### src/rtl/led_mon_pkg.sv
// Shared definitions for the LED activity monitor: default widths and the
// layout of a queued event word {duration, led value}.
package led_mon_pkg;

    localparam int unsigned LED_W_DEF   = 4;
    localparam int unsigned DUR_W_DEF   = 16;

    // The LED value always sits at bit 0; the duration follows it.
    localparam int unsigned EVT_LED_LSB = 0;
    localparam int unsigned EVT_DUR_LSB = LED_W_DEF;
    localparam int unsigned EVT_W       = LED_W_DEF + DUR_W_DEF;

    // Field offset and total width for non-default bus/counter widths.
    function automatic int unsigned evt_dur_lsb(input int unsigned led_w);
        return EVT_LED_LSB + led_w;
    endfunction

    function automatic int unsigned evt_width(input int unsigned led_w,
                                              input int unsigned dur_w);
        return led_w + dur_w;
    endfunction

endpackage

### src/rtl/led_activity_monitor_if.sv
// Event port of the LED activity monitor: valid/ready handshake carrying
// the previously held LED value and how many cycles it was held.
interface led_activity_monitor_if #(
    parameter int unsigned LED_W = 4,
    parameter int unsigned DUR_W = 16
) ();
    logic             evt_valid;
    logic             evt_ready;
    logic [LED_W-1:0] evt_led;
    logic [DUR_W-1:0] evt_dur;

    modport master (
        output evt_valid,
        output evt_led,
        output evt_dur,
        input  evt_ready
    );

    modport slave (
        input  evt_valid,
        input  evt_led,
        input  evt_dur,
        output evt_ready
    );
endinterface

### src/rtl/led_activity_monitor_sync_fifo.sv
// Show-ahead synchronous FIFO. Pointers carry one extra wrap bit so that
// full/empty fall out of a plain compare. A push against a full queue is
// dropped (and flagged) unless a pop happens on the same edge.
module sync_fifo #(
    parameter int unsigned WIDTH = 20,
    parameter int unsigned DEPTH = 4
) (
    input  logic             clk,
    input  logic             reset,
    input  logic             i_push,
    input  logic [WIDTH-1:0] i_wr_data,
    input  logic             i_pop,
    output logic [WIDTH-1:0] o_rd_data,
    output logic             o_full,
    output logic             o_empty,
    output logic             o_drop
);
    localparam int unsigned AW = (DEPTH > 1) ? $clog2(DEPTH) : 1;

    logic [AW:0]      r_wr_ptr;
    logic [AW:0]      r_rd_ptr;
    logic [WIDTH-1:0] r_mem [DEPTH];
    logic             w_do_push;
    logic             w_do_pop;

    // Status flags, effective push/pop qualification and show-ahead read.
    always_comb begin
        o_empty   = (r_wr_ptr == r_rd_ptr);
        o_full    = (r_wr_ptr[AW] != r_rd_ptr[AW]) &&
                    (r_wr_ptr[AW-1:0] == r_rd_ptr[AW-1:0]);
        w_do_pop  = i_pop && !o_empty;
        w_do_push = i_push && (!o_full || w_do_pop);
        o_drop    = i_push && o_full && !w_do_pop;
        o_rd_data = r_mem[r_rd_ptr[AW-1:0]];
    end

    // Pointer advance and storage write; reset also zeroes the storage so
    // the show-ahead output reads 0 straight after reset.
    always_ff @(posedge clk) begin
        if (reset) begin
            r_wr_ptr <= '0;
            r_rd_ptr <= '0;
            for (int unsigned i = 0; i < DEPTH; i++) begin
                r_mem[i] <= '0;
            end
        end else begin
            if (w_do_push) begin
                r_mem[r_wr_ptr[AW-1:0]] <= i_wr_data;
                r_wr_ptr                <= r_wr_ptr + 1'b1;
            end
            if (w_do_pop) begin
                r_rd_ptr <= r_rd_ptr + 1'b1;
            end
        end
    end

endmodule

### src/rtl/led_activity_monitor.sv
// LED activity monitor: synchronises and debounces an asynchronous LED bus
// and queues one {previous value, cycles held} event per stable change.
module led_activity_monitor
    import led_mon_pkg::*;
#(
    parameter int unsigned LED_W         = LED_W_DEF,
    parameter int unsigned STABLE_CYCLES = 4,
    parameter int unsigned DUR_W         = DUR_W_DEF,
    parameter int unsigned FIFO_DEPTH    = 4
) (
    input  logic                  clk,
    input  logic                  reset,
    input  logic [LED_W-1:0]      led_in,
    led_activity_monitor_if.master evt,
    output logic                  overflow,
    input  logic                  ovf_clr
);
    localparam int unsigned EW      = evt_width(LED_W, DUR_W);
    localparam int unsigned DUR_LSB = evt_dur_lsb(LED_W);
    localparam int unsigned SW      = $clog2(STABLE_CYCLES);
    localparam logic [SW-1:0] STAB_MAX = SW'(STABLE_CYCLES - 1);

    logic [LED_W-1:0] r_sync1;
    logic [LED_W-1:0] r_sync2;
    logic [LED_W-1:0] r_candidate;
    logic [LED_W-1:0] r_committed;
    logic [SW-1:0]    r_stab_cnt;
    logic [DUR_W-1:0] r_dur;

    logic             w_commit;
    logic [EW-1:0]    w_evt_wr;
    logic [EW-1:0]    w_evt_rd;
    logic             w_full;
    logic             w_empty;
    logic             w_drop;
    logic             w_pop;

    // Commit detection and event packing for the queue.
    always_comb begin
        w_commit = (r_sync2 == r_candidate) && (r_stab_cnt == STAB_MAX) &&
                   (r_candidate != r_committed);
        w_evt_wr = '0;
        w_evt_wr[EVT_LED_LSB +: LED_W] = r_committed;
        w_evt_wr[DUR_LSB +: DUR_W]     = r_dur;
        w_pop    = evt.evt_valid && evt.evt_ready;
    end

    // Synchroniser, debounce and saturating hold-duration counter. The
    // counter runs from 0 during reset, so the first edge out of reset
    // lands on 1 exactly as if a commit had happened there.
    always_ff @(posedge clk) begin
        if (reset) begin
            r_sync1     <= '0;
            r_sync2     <= '0;
            r_candidate <= '0;
            r_committed <= '0;
            r_stab_cnt  <= '0;
            r_dur       <= '0;
        end else begin
            r_sync1 <= led_in;
            r_sync2 <= r_sync1;
            if (r_sync2 != r_candidate) begin
                r_candidate <= r_sync2;
                r_stab_cnt  <= '0;
            end else if (r_stab_cnt != STAB_MAX) begin
                r_stab_cnt <= r_stab_cnt + 1'b1;
            end else if (w_commit) begin
                r_committed <= r_candidate;
            end
            if (w_commit) begin
                r_dur <= DUR_W'(1);
            end else if (r_dur != '1) begin
                r_dur <= r_dur + 1'b1;
            end
        end
    end

    // Sticky drop flag; a drop on the same edge beats a clear request.
    always_ff @(posedge clk) begin
        if (reset) begin
            overflow <= 1'b0;
        end else if (w_drop) begin
            overflow <= 1'b1;
        end else if (ovf_clr) begin
            overflow <= 1'b0;
        end
    end

    sync_fifo #(
        .WIDTH (EW),
        .DEPTH (FIFO_DEPTH)
    ) u_fifo (
        .clk       (clk),
        .reset     (reset),
        .i_push    (w_commit),
        .i_wr_data (w_evt_wr),
        .i_pop     (w_pop),
        .o_rd_data (w_evt_rd),
        .o_full    (w_full),
        .o_empty   (w_empty),
        .o_drop    (w_drop)
    );

    // Event port driven straight from the queue head.
    always_comb begin
        evt.evt_valid = !w_empty;
        evt.evt_led   = w_evt_rd[EVT_LED_LSB +: LED_W];
        evt.evt_dur   = w_evt_rd[DUR_LSB +: DUR_W];
    end

endmodule

### src/flat_wrapper.sv
// flat-port wrapper written by rule: the top's interface ports become plain ports
module led_activity_monitor_flat import led_mon_pkg::*;
#(
    parameter int unsigned LED_W         = LED_W_DEF,
    parameter int unsigned STABLE_CYCLES = 4,
    parameter int unsigned DUR_W         = DUR_W_DEF,
    parameter int unsigned FIFO_DEPTH    = 4
)
  (clk, reset, led_in, overflow, ovf_clr, evt_evt_valid, evt_evt_led, evt_evt_dur, evt_evt_ready);
  led_activity_monitor_if #(.LED_W(LED_W), .DUR_W(DUR_W)) evt_i ();
  input  logic clk;
  input  logic reset;
  input  logic [LED_W-1:0] led_in;
  output logic overflow;
  input  logic ovf_clr;
  output wire logic [$bits(evt_i.evt_valid)-1:0] evt_evt_valid;
  output wire logic [$bits(evt_i.evt_led)-1:0] evt_evt_led;
  output wire logic [$bits(evt_i.evt_dur)-1:0] evt_evt_dur;
  input wire logic [$bits(evt_i.evt_ready)-1:0] evt_evt_ready;
  assign evt_evt_valid = evt_i.evt_valid;
  assign evt_evt_led = evt_i.evt_led;
  assign evt_evt_dur = evt_i.evt_dur;
  assign evt_i.evt_ready = evt_evt_ready;
  led_activity_monitor #(.LED_W(LED_W), .STABLE_CYCLES(STABLE_CYCLES), .DUR_W(DUR_W), .FIFO_DEPTH(FIFO_DEPTH)) u_core (.clk(clk), .reset(reset), .led_in(led_in), .evt(evt_i), .overflow(overflow), .ovf_clr(ovf_clr));
endmodule
### config.mk
export PLATFORM = sky130hd
export DESIGN_NAME = led_activity_monitor_flat
export DESIGN_NICKNAME = d
export VERILOG_FILES = /design/src/rtl/led_mon_pkg.sv /design/src/rtl/led_activity_monitor_if.sv /design/src/rtl/led_activity_monitor_sync_fifo.sv /design/src/rtl/led_activity_monitor.sv /design/src/flat_wrapper.sv
export SDC_FILE = /design/constraint.sdc
export NUM_CORES = 1
export LEC_CHECK = 0
export BUFFER_PORTS_ARGS = -buffer_cell sky130_fd_sc_hd__clkbuf_2
export CORE_AREA = 3 3 140 142
export DETAILED_ROUTE_END_ITERATION = 7
export DIE_AREA = 0 0 143 145
export PLACE_DENSITY = 0.48
export SLEW_MARGIN = 40
export SYNTH_ARGS = -nofsm -noshare
export SYNTH_HDL_FRONTEND = slang
export SYNTH_SLANG_ARGS = --single-unit
export TNS_END_PERCENT = 5
### constraint.sdc
create_clock -name clk -period 8.75 [get_ports clk]
set_input_delay 1.75 -clock clk [delete_from_list [all_inputs] [get_ports clk]]
set_output_delay 1.75 -clock clk [all_outputs]
set_load 0.01 [all_outputs]
==> out/summary.md <==
- **distinct cell type count after synthesis** 42
- **H-tree level count** 4
- **setup violation total in the final timing report** 0
- **slew margin rel.** 46.0%
- **number of slew-limit violations in the final report** 0
- **worst vdd rail ir drop** 0.000133 V
- **Arr. time, crit path** 1870 ps
- **flops & latches, synth** 123
- **clk sinks** 123
- **compound-gate portion of the synthesized area** 5.13%
- **drt pass-1 iters** 4
- **post-route insts no fill** 687
- **number of vias per cell after detailed routing** 5.16
- **placement row count** 50
- **outcome** finished, final reports clean
- **post-synthesis cell count** 424
- **antenna violations before repair** 0
- **class of the worst hold path** flip-flop to flip-flop
- **clock tree from TritonCTS** yes
- **area of the core** 18600 um2
- **setup repair after global routing missed its margin** false
- **critical path capture point type** primary output
- **Worst-Margin Slew** 810 ps
- **proportion of register bits with asynchronous set or reset after synthesis** 0%
- **min cycle time layout** 3620 ps
- **Routed WL per cell** 17.7 um
- **pin count of the biggest net entering global routing** 87
- **first-pass GRT wire length** 19.6 mm
- **post-route cell area** 6450 um2
- **CP startpoint kind** flip-flop
- **largest fanout of any net on the critical path** 14
- **total CTS buffers** 17
- **Total Wirelength** 12.2 mm
- **proportion of layout cells with a drive suffix above 1** 22.3%
- **number of enable-type register cells in the synthesized netlist** 80
- **Setup TNS Final** 0 ps
- **Die Ht** 145 um
- **power density over the cells** 210 nW/um2
- **setup bufs post-CTS** 0
- **# nets final** 452
- **Fin Clk Skew** 10.1 ps
- **Final period util** 41.4%
- **mapped cell area** 5520 um2
- **remaining global-route overflow** 0
- **Chip Width** 143 um
- **CTS Buffer Depth** 2
- **cell leakage power** 2.08 nW
- **count of input and output buffers** 29
- **DPL Wire Length** 7.64 mm
- **final number of hold-violating endpoints** 0
- **mean post-synth cell area** 13.0 um2
- **Layout area overhead** 16.9%
- **hold bufs inserted after CTS** 0
- **post-detailed-route count of antenna-violating nets** 0
- **post-detailed-placement cell area** 5880 um2
- **Worst Setup Path Type** flip-flop to primary output
- **met1 wire length** 5.57 mm
- **max layer used** met4
- **multiplexer area fraction after synthesis** 9.10%
- **clock slew at the register clock pins of the worst setup and hold paths** 60 ps
- **main flop type after synthesis** sky130_fd_sc_hd__edfxtp_1
- **total instance count after detailed placement** 655
- **required time of the critical path** 7000 ps
- **total met3 wirelength after detailed routing** 529 um
- **metal2 WL** 5.88 mm
- **Inserted Diodes** 0
- **area fraction in and, or, nand and nor cells after synthesis** 20.1%
- **clock tree root buffer cell** sky130_fd_sc_hd__clkbuf_16
- **die area** 20700 um2
- **number of design-rule violations left by the first detailed-router iteration** 310
- **weighted congestion at the end of routability-driven global placement** 0.769
- **Post-Synthesis Net Count** 436
- **Yosys warning total** 0
- **Hold WS** 435 ps
- **boundary pin count** 30
- **overall via count from detail_route** 3548
- **overall fraction of global-route tracks in use** 12.4%
- **Max Cap Viol** 0
- **post-cts gate resize count** 0
- **area share of fa/ha/maj cells after synthesis** 0.907%
- **number of global-route vias before repair** 3648
- **main combinational cell family by area after synthesis** simple AND/OR/NAND/NOR gates
- **share of synthesized area occupied by flip-flops and latches** 59.2%
- **initial cell density of the core** 29.7%
- **highest clock rate** 276 MHz
- **fraction of synthesized cell area in xor and xnor cells** 2.54%
- **clock latency on the worst-skew pair** 410 ps
- **drc violations** 0
## cells in the mapped netlist (6+ instances only)
master	number	area [um2]
sky130_fd_sc_hd__nor4b_1	39	342
sky130_fd_sc_hd__nor3_1	16	80.1
sky130_fd_sc_hd__mux4_2	20	450
sky130_fd_sc_hd__buf_2	13	65.1
sky130_fd_sc_hd__a31oi_1	6	37.5
sky130_fd_sc_hd__and3_1	6	37.5
sky130_fd_sc_hd__xor2_1	10	87.6
sky130_fd_sc_hd__nor2_1	22	82.6
sky130_fd_sc_hd__nor2b_1	13	81.3
sky130_fd_sc_hd__clkbuf_1	21	78.8
sky130_fd_sc_hd__edfxtp_1	80	2400
sky130_fd_sc_hd__nor4_1	12	75.1
sky130_fd_sc_hd__nor3b_1	14	105
sky130_fd_sc_hd__nand2_1	18	67.6
sky130_fd_sc_hd__a21oi_1	12	60.1
sky130_fd_sc_hd__o21ai_0	9	45.0
sky130_fd_sc_hd__dfxtp_1	43	861
sky130_fd_sc_hd__xnor2_1	6	52.6
sky130_fd_sc_hd__nand3_1	8	40.0
## path summary, 6_finish.rpt
kind | start | to | slack [ps] | cells past startpoint
setup / recovery | u_core.u_fifo.r_wr_ptr[0]$_SDFFE_PP0P_ | evt_evt_valid | 5130 | 3
hold / removal | u_core.r_sync1[2]$_SDFF_PP0_ | u_core.r_sync2[2]$_SDFF_PP0_ | 430 | 1
setup reg to reg | u_core.u_fifo.r_wr_ptr[0]$_SDFFE_PP0P_ | u_core.u_fifo.r_mem[2][16]$_SDFFCE_PN0P_ | 5960 | 5
hold reg to reg | u_core.r_sync1[2]$_SDFF_PP0_ | u_core.r_sync2[2]$_SDFF_PP0_ | 430 | 1
## critical path: stages (launching register included)
cell                       delay [ps]
sky130_fd_sc_hd__dfxtp_1          750
sky130_fd_sc_hd__xor2_1           220
sky130_fd_sc_hd__or3_1            350
sky130_fd_sc_hd__clkbuf_2         130
## cell families (layout without fill, tap and decap cells)
family	Yosys count	count (layout)
buffers and inverters	39	68
multiplexers	25	25
AO/OA/AOI/OAI	44	44
AND/OR/NAND/NOR	173	173
XOR/XNOR	16	16
flip-flops	123	123
adder cells (fa/ha/maj)	4	4
## area by class of cell
| type | count | area (um2) |
|---|---|---|
| Multi-Input combinational cell | 262 | 2140 |
| Clock inverter | 12 | 124 |
| Inverter | 3 | 11.3 |
| Timing Repair Buffer | 33 | 181 |
| Clock buffer | 20 | 437 |
| Tap cell | 234 | 293 |
| Fill cell | 1796 | 12100 |
| Sequential cell | 123 | 3260 |
## layer usage
metal,up-vias,track usage (%)
met1,1764,16.0
li1,1693,-
met4,0,5.18
met3,15,3.63
met5,-,0
met2,76,19.3
## cell usage in the layout (no fill, tap or decap), types with 5 or more instances in the layout
cell	synthesis	layout
sky130_fd_sc_hd__xor2_1	10	10
sky130_fd_sc_hd__nor3_1	16	16
sky130_fd_sc_hd__nor4_1	12	12
sky130_fd_sc_hd__nor2b_1	13	13
sky130_fd_sc_hd__o21ai_0	9	6
sky130_fd_sc_hd__clkbuf_16	0	17
sky130_fd_sc_hd__and3_1	6	6
sky130_fd_sc_hd__edfxtp_1	80	80
sky130_fd_sc_hd__dfxtp_1	43	42
sky130_fd_sc_hd__xnor2_1	6	6
sky130_fd_sc_hd__a31oi_1	6	6
sky130_fd_sc_hd__mux4_2	20	20
sky130_fd_sc_hd__or3_1	5	5
sky130_fd_sc_hd__nor3b_1	14	14
sky130_fd_sc_hd__clkbuf_2	0	28
sky130_fd_sc_hd__a21oi_1	12	12
sky130_fd_sc_hd__nor2_1	22	22
sky130_fd_sc_hd__nor4b_1	39	39
sky130_fd_sc_hd__a211oi_1	5	5
sky130_fd_sc_hd__nand3_1	8	8
sky130_fd_sc_hd__nand2_1	18	18
## sequential cells by signal, summed over array words and instances, names as in the netlist, named ones only
| name | count |
|---|---|
| u_core.u_fifo.r_wr_ptr | 3 |
| u_core.u_fifo.r_rd_ptr | 3 |
| u_core.r_sync2 | 4 |
| u_core.r_committed | 4 |
| u_core.u_fifo.r_mem | 80 |
| u_core.overflow | 1 |
| u_core.r_candidate | 4 |
| u_core.r_stab_cnt | 2 |
| u_core.r_dur | 16 |
| u_core.r_sync1 | 4 |
## report_power, final
part / internal (mW) / total [mW] / switching (mW)
clock: 0.417 / 0.664 / 0.247
combinational: 0.0159 / 0.0436 / 0.0277
sequential: 0.637 / 0.646 / 0.00906
## metrics by stage
step | worst slack, ps | power [mW] | util (%)
6_report | 5130 | 1.35 | 34.7
3_3_place_gp | 4550 | 0.700 | 31.5
5_1_grt | 4940 | 1.40 | 34.7
3_5_place_dp | 4750 | 0.703 | 31.7
2_1_floorplan | 4470 | 0.684 | -
4_1_cts | 5080 | 1.37 | 34.7
Power figures use the tool's default switching activity.
